$ cat config.mk
export PLATFORM = sky130hd
export DESIGN_NAME = fft_peak_scan_ctrl
export DESIGN_NICKNAME = d
export VERILOG_FILES = /design/src/rtl/fft_peak_scan_ctrl_pkg.sv /design/src/rtl/fft_peak_scan_ctrl_align.sv /design/src/rtl/fft_peak_scan_ctrl.sv
export SDC_FILE = /design/constraint.sdc
export NUM_CORES = 1
export LEC_CHECK = 0
export CAP_MARGIN = 5
export CORE_MARGIN = 8
export CORE_UTILIZATION = 44
export CTS_CLUSTER_DIAMETER = 80
export DETAILED_ROUTE_END_ITERATION = 6
export MAX_ROUTING_LAYER = met4
export PLACE_DENSITY = 0.75
export REMOVE_ABC_BUFFERS = 1
export SLEW_MARGIN = 20
export SYNTH_ARGS = -nofsm -noshare
export SYNTH_HDL_FRONTEND = slang
export SYNTH_SLANG_ARGS = --single-unit
$ cat constraint.sdc
create_clock -name clk -period 1.47 [get_ports clk]
set_input_delay 0.294 -clock clk [delete_from_list [all_inputs] [get_ports clk]]
set_output_delay 0.294 -clock clk [all_outputs]
set_load 0.05 [all_outputs]
$ cat src/rtl/fft_peak_scan_ctrl_pkg.sv
// Shared types and widths for the FFT peak-scan path (controller, detector, note mapper).
package fft_scan_pkg;

    localparam int SCAN_LEN_DEFAULT = 256;
    localparam int PAIR_ADDR_W      = 9;
    localparam int BIN_IDX_W        = 10;

    typedef enum logic [2:0] {
        ST_IDLE,
        ST_CLEAR,
        ST_SCAN,
        ST_DRAIN,
        ST_CAPTURE
    } scan_state_t;

endpackage

$ cat src/rtl/fft_peak_scan_ctrl_align.sv
// Delays the read strobe and pair address by the RAM read latency so the
// detector's enable and index line up with the data arriving from RAM.
module scan_align_pipe #(
    parameter int RD_LAT = 2,
    parameter int IDX_W  = 9
) (
    input  logic             clk,
    input  logic             reset_fft,
    input  logic             in_en,
    input  logic [IDX_W-1:0] in_idx,
    output logic             out_en,
    output logic [IDX_W-1:0] out_idx
);

    logic [RD_LAT-1:0] en_reg;
    logic [IDX_W-1:0]  idx_reg [RD_LAT];

    always_ff @(posedge clk or posedge reset_fft) begin
        if (reset_fft) begin
            en_reg <= '0;
            for (int i = 0; i < RD_LAT; i++) begin
                idx_reg[i] <= '0;
            end
        end else begin
            en_reg[0]  <= in_en;
            idx_reg[0] <= in_idx;
            for (int i = 1; i < RD_LAT; i++) begin
                en_reg[i]  <= en_reg[i-1];
                idx_reg[i] <= idx_reg[i-1];
            end
        end
    end

    assign out_en  = en_reg[RD_LAT-1];
    assign out_idx = idx_reg[RD_LAT-1];

endmodule

$ cat src/rtl/fft_peak_scan_ctrl.sv
// Per-frame peak search sequencer: clears the detector, sweeps the FFT RAM in
// bin pairs, waits out the read latency and hands the peak bin to the note mapper.
module fft_peak_scan_ctrl
    import fft_scan_pkg::*;
#(
    parameter int SCAN_LEN = SCAN_LEN_DEFAULT,
    parameter int ADDR_W   = PAIR_ADDR_W,
    parameter int RD_LAT   = 2,
    parameter int SKIP_DC  = 1
) (
    input  logic              clk,
    input  logic              reset_fft,
    input  logic              fft_done,
    output logic              rd_en,
    output logic [ADDR_W-1:0] rd_addr,
    output logic              det_clear,
    output logic              det_en,
    output logic [ADDR_W-1:0] det_index,
    input  logic [ADDR_W:0]   peak_idx_in,
    output logic [ADDR_W:0]   result_idx,
    output logic              result_valid,
    input  logic              result_ready,
    output logic              busy,
    output logic              overrun
);

    localparam logic [ADDR_W-1:0] LAST_ADDR  = ADDR_W'(SCAN_LEN - 1);
    localparam logic [2:0]        DRAIN_LAST = 3'(RD_LAT);

    scan_state_t state_reg;
    logic [2:0]  drain_cnt_reg;
    logic        pipe_en;

    // DC masking is applied before the delay line, so det_en stays a plain register output.
    assign pipe_en = rd_en && !((SKIP_DC != 0) && (rd_addr == '0));

    always_ff @(posedge clk or posedge reset_fft) begin
        if (reset_fft) begin
            state_reg     <= ST_IDLE;
            drain_cnt_reg <= '0;
            rd_en         <= 1'b0;
            rd_addr       <= '0;
            det_clear     <= 1'b0;
            result_idx    <= '0;
            result_valid  <= 1'b0;
            busy          <= 1'b0;
            overrun       <= 1'b0;
        end else begin
            det_clear <= 1'b0;
            overrun   <= (fft_done && (state_reg != ST_IDLE))
                      || ((state_reg == ST_CAPTURE) && result_valid && !result_ready);
            if (result_valid && result_ready) begin
                result_valid <= 1'b0;
            end
            case (state_reg)
                ST_IDLE: begin
                    if (fft_done) begin
                        state_reg <= ST_CLEAR;
                        det_clear <= 1'b1;
                        busy      <= 1'b1;
                    end
                end
                ST_CLEAR: begin
                    state_reg <= ST_SCAN;
                    rd_en     <= 1'b1;
                    rd_addr   <= '0;
                end
                ST_SCAN: begin
                    if (rd_addr == LAST_ADDR) begin
                        state_reg     <= ST_DRAIN;
                        rd_en         <= 1'b0;
                        rd_addr       <= '0;
                        drain_cnt_reg <= '0;
                    end else begin
                        rd_addr <= rd_addr + ADDR_W'(1);
                    end
                end
                ST_DRAIN: begin
                    // RD_LAT cycles of flush plus one for the detector's registered update.
                    if (drain_cnt_reg == DRAIN_LAST) begin
                        state_reg <= ST_CAPTURE;
                    end else begin
                        drain_cnt_reg <= drain_cnt_reg + 3'd1;
                    end
                end
                ST_CAPTURE: begin
                    state_reg    <= ST_IDLE;
                    busy         <= 1'b0;
                    result_idx   <= peak_idx_in;
                    result_valid <= 1'b1;
                end
                default: begin
                    state_reg <= ST_IDLE;
                    busy      <= 1'b0;
                    rd_en     <= 1'b0;
                end
            endcase
        end
    end

    scan_align_pipe #(
        .RD_LAT (RD_LAT),
        .IDX_W  (ADDR_W)
    ) u_align (
        .clk       (clk),
        .reset_fft (reset_fft),
        .in_en     (pipe_en),
        .in_idx    (rd_addr),
        .out_en    (det_en),
        .out_idx   (det_index)
    );

endmodule

==> results.sh <==
export IMPL_hold_ws_ps=342
export IMPL_synth_compound_area_share_pct=9.16
export IMPL_drtIter0Drc=145
export IMPL_dp_hpwl_mm=3.50
export IMPL_cap_violations=0
export IMPL_cp_arrival_ps=1660
export IMPL_final_common_cell="dfrtp_1"
export IMPL_crit_slowest_cell="dfrtp_1"
export IMPL_antenna_found_initial=0
export IMPL_grt_setup_unrepaired="true"
export IMPL_die_y_um=83.6
export IMPL_synthAdderAreaFrac_pct=2.49
export IMPL_gp_congestion=0.889
export IMPL_synthXorXnorAreaFrac_pct=1.74
export IMPL_fin_cells=283
export IMPL_worstSetupStartpointType="register"
export IMPL_std_cell_rows=24
export IMPL_layout_common_cells="49 x dfrtp_1, 35 x buf_12, 24 x buf_4"
export IMPL_diodes=0
export IMPL_fp_dieArea_sq_um=6980
export IMPL_worst_path_buf_inv=2
export IMPL_setup_violations=0
export IMPL_leakage_nw=1.47
export IMPL_synth_simple_area_share_pct=11.8
export IMPL_yosys_warnings=0
export IMPL_netlist_instances=164
export IMPL_synth_yosys_seq_area_share_pct=62.3
export IMPL_post_route_min_period_ps=1470
export IMPL_finalHoldViolations=0
export IMPL_total_power_w=0.00666
export IMPL_htreeDepth=2
export IMPL_drc=0
export IMPL_cts_tree="built"
export IMPL_nNetsFinal=248
export IMPL_clock_path_buffers=2
export IMPL_clkLatencyLatePin_ps=300
export IMPL_largest_reg_flops=10
export IMPL_track_usage_pct=14.1
export IMPL_cts_buffers=5
export IMPL_ant_nets=0
export IMPL_largest_register="result_idx"
export IMPL_synth_edf_count=0
export IMPL_worstPathCellList="inv_1 -> nor3_2 -> buf_4 -> mux2_2"
export IMPL_vdd_drop_max_mv=1.19
export IMPL_hold_class="in -> async"
export IMPL_clockRootBuffer="clkbuf_8"
export IMPL_cts_sinks=50
export IMPL_tightest_slew_ps=306
export IMPL_vias=1495
export IMPL_required_ps=1660
export IMPL_clk_pin_slew_worst_paths_ps=90
export IMPL_synth_top_family_by_area="simple AND/OR/NAND/NOR gates"
export IMPL_slew_headroom_pct=79.5
export IMPL_grt_max_degree=51
export IMPL_critPathKind="reg -> reg"
export IMPL_die_x_um=83.6
export IMPL_path_max_fanout=11
export IMPL_synthToLayoutAreaGrowth_pct=56.1
export IMPL_synthArstFlopShare_pct=100
export IMPL_grt_pass1_wl_mm=7.89
export IMPL_post_route_period_util_pct=100
export IMPL_crit_cells=4
export IMPL_viasPerCell=5.28
export IMPL_fin_skew_ps=4.69
export IMPL_drive_above_1_share_pct=37.7
export IMPL_dpl_cell_count=272
export IMPL_first_global_vias=1521
export IMPL_synthMuxAreaShare_pct=6.17
export IMPL_portBuffers=47
export IMPL_wl_per_cell_um=16.7
export IMPL_end_kind="register"
export IMPL_synth_flop_cell="dfrtp_1"
export IMPL_critical_path_top_delay_family="flip-flops"
export IMPL_netlist_area_sq_um=2010
export IMPL_ys_seq_elements=50
export IMPL_fillerInstances=290
export IMPL_syn_area_per_cell_sq_um=12.2
export IMPL_wirelength_mm=4.73
export IMPL_cpPeakStageDelay_ps=430
export IMPL_grt_overflow=0
export IMPL_r2r_cells=4
export IMPL_initial_core_util_pct=45.8
export IMPL_synth_cell_type_count=36
export IMPL_ios=48
export IMPL_cts_hold_buffers=0
export IMPL_drt_first_pass_iters=4
export IMPL_outcome="complete, no violations"
export IMPL_core_area_sq_um=4380
export IMPL_powerDensity_nw_per_um2=2130
export IMPL_drv_slew=0
export IMPL_fmax_mhz=680
## final cells by class
cell class | count | area, sq um | share of cell area [%]
Sequential cell | 50 | 1250 | 40.0
Clock inverter | 2 | 37.5 | 1.20
Timing Repair Buffer | 72 | 1010 | 32.3
Multi-Input combinational cell | 93 | 666 | 21.2
Clock buffer | 6 | 72.6 | 2.32
Tap cell | 52 | 65.1 | 2.08
Inverter | 8 | 30.0 | 0.958
## repair_timing
item / CTS / global route
setup buffers: 0 / 3
gates resized for setup: 2 / 9
endpoints found under the setup margin: 4 / 17
pin swaps: 1 / 2
hold endpoints to repair: 0 / 0
## worst register-to-register path, delay by kind of cell, from the launching register on
family | cells | cell delay, ps
mux | 1 | 360
flops | 1 | 430
buf+inv | 2 | 360
simple gates | 1 | 210
## cells in the mapped netlist (2+ instances only)
master	n	share of area, %
a21o_1	2	0.75
buf_2	2	0.50
nor2_1	12	2.2
ha_1	4	2.5
nor4b_1	2	0.87
dfrtp_1	50	62
buf_4	10	3.7
nor3_1	7	1.7
or2_1	2	0.62
xnor2_1	4	1.7
inv_1	8	1.5
a21oi_1	4	1.0
o21ai_0	12	3.0
mux2_2	11	6.2
a21boi_0	2	0.75
nand2_1	8	1.5
nand3_1	2	0.50
nand4b_1	2	0.87
nor2b_1	3	0.93
## metrics by stage
stage | TNS [ps] | setup WS [ps] | area (sq um) | utilization, %
floorplan | -8890 | -453 | 1910 | -
global placement | 0 | 68.4 | 2970 | 67.6
detailed placement | 0 | 10.7 | 2970 | 67.6
CTS | 0 | 6.79 | 3080 | 70.3
global route | -756 | -63.6 | 3130 | 71.5
finish | 0 | 0.468 | 3130 | 71.5
## logic make-up (layout without fill, tap and decap cells)
| family | Yosys count | after routing |
|---|---|---|
| compound gates | 29 | 29 |
| xor+xnor | 4 | 4 |
| fa+ha+maj | 4 | 4 |
| buf+inv | 21 | 88 |
| flops | 50 | 50 |
| mux | 11 | 11 |
| simple gates | 45 | 45 |
## final timing paths
path | start | to | slack (ps)
setup reg to reg | state_reg[2] | result_idx[4] | 0.5
hold / removal | reset_fft | u_align.out_idx[2] | 340
setup / recovery | state_reg[2] | result_idx[4] | 0.5
hold reg to reg | u_align.idx_reg[16] | u_align.out_idx[7] | 350
min in group clk | u_align.idx_reg[16] | u_align.out_idx[7] | 350
max in group asynchronous | reset_fft | state_reg[1] | 900
## metal layers
layer / GRT usage, % / part of all wire, %
met3: 3.52 / 5.4
met4: 6.28 / 3.1
met2: 24.1 / 54
met5: - / 0
met1: 15.2 / 37
## power by group
part | switching, W | internal (W)
sequential | 0.000400 | 0.00177
combinational | 0.00183 | 0.00172
clock | 0.000439 | 0.000508
total | 0.00267 | 0.00399
Note: power is estimated with default switching activity, not from simulation.
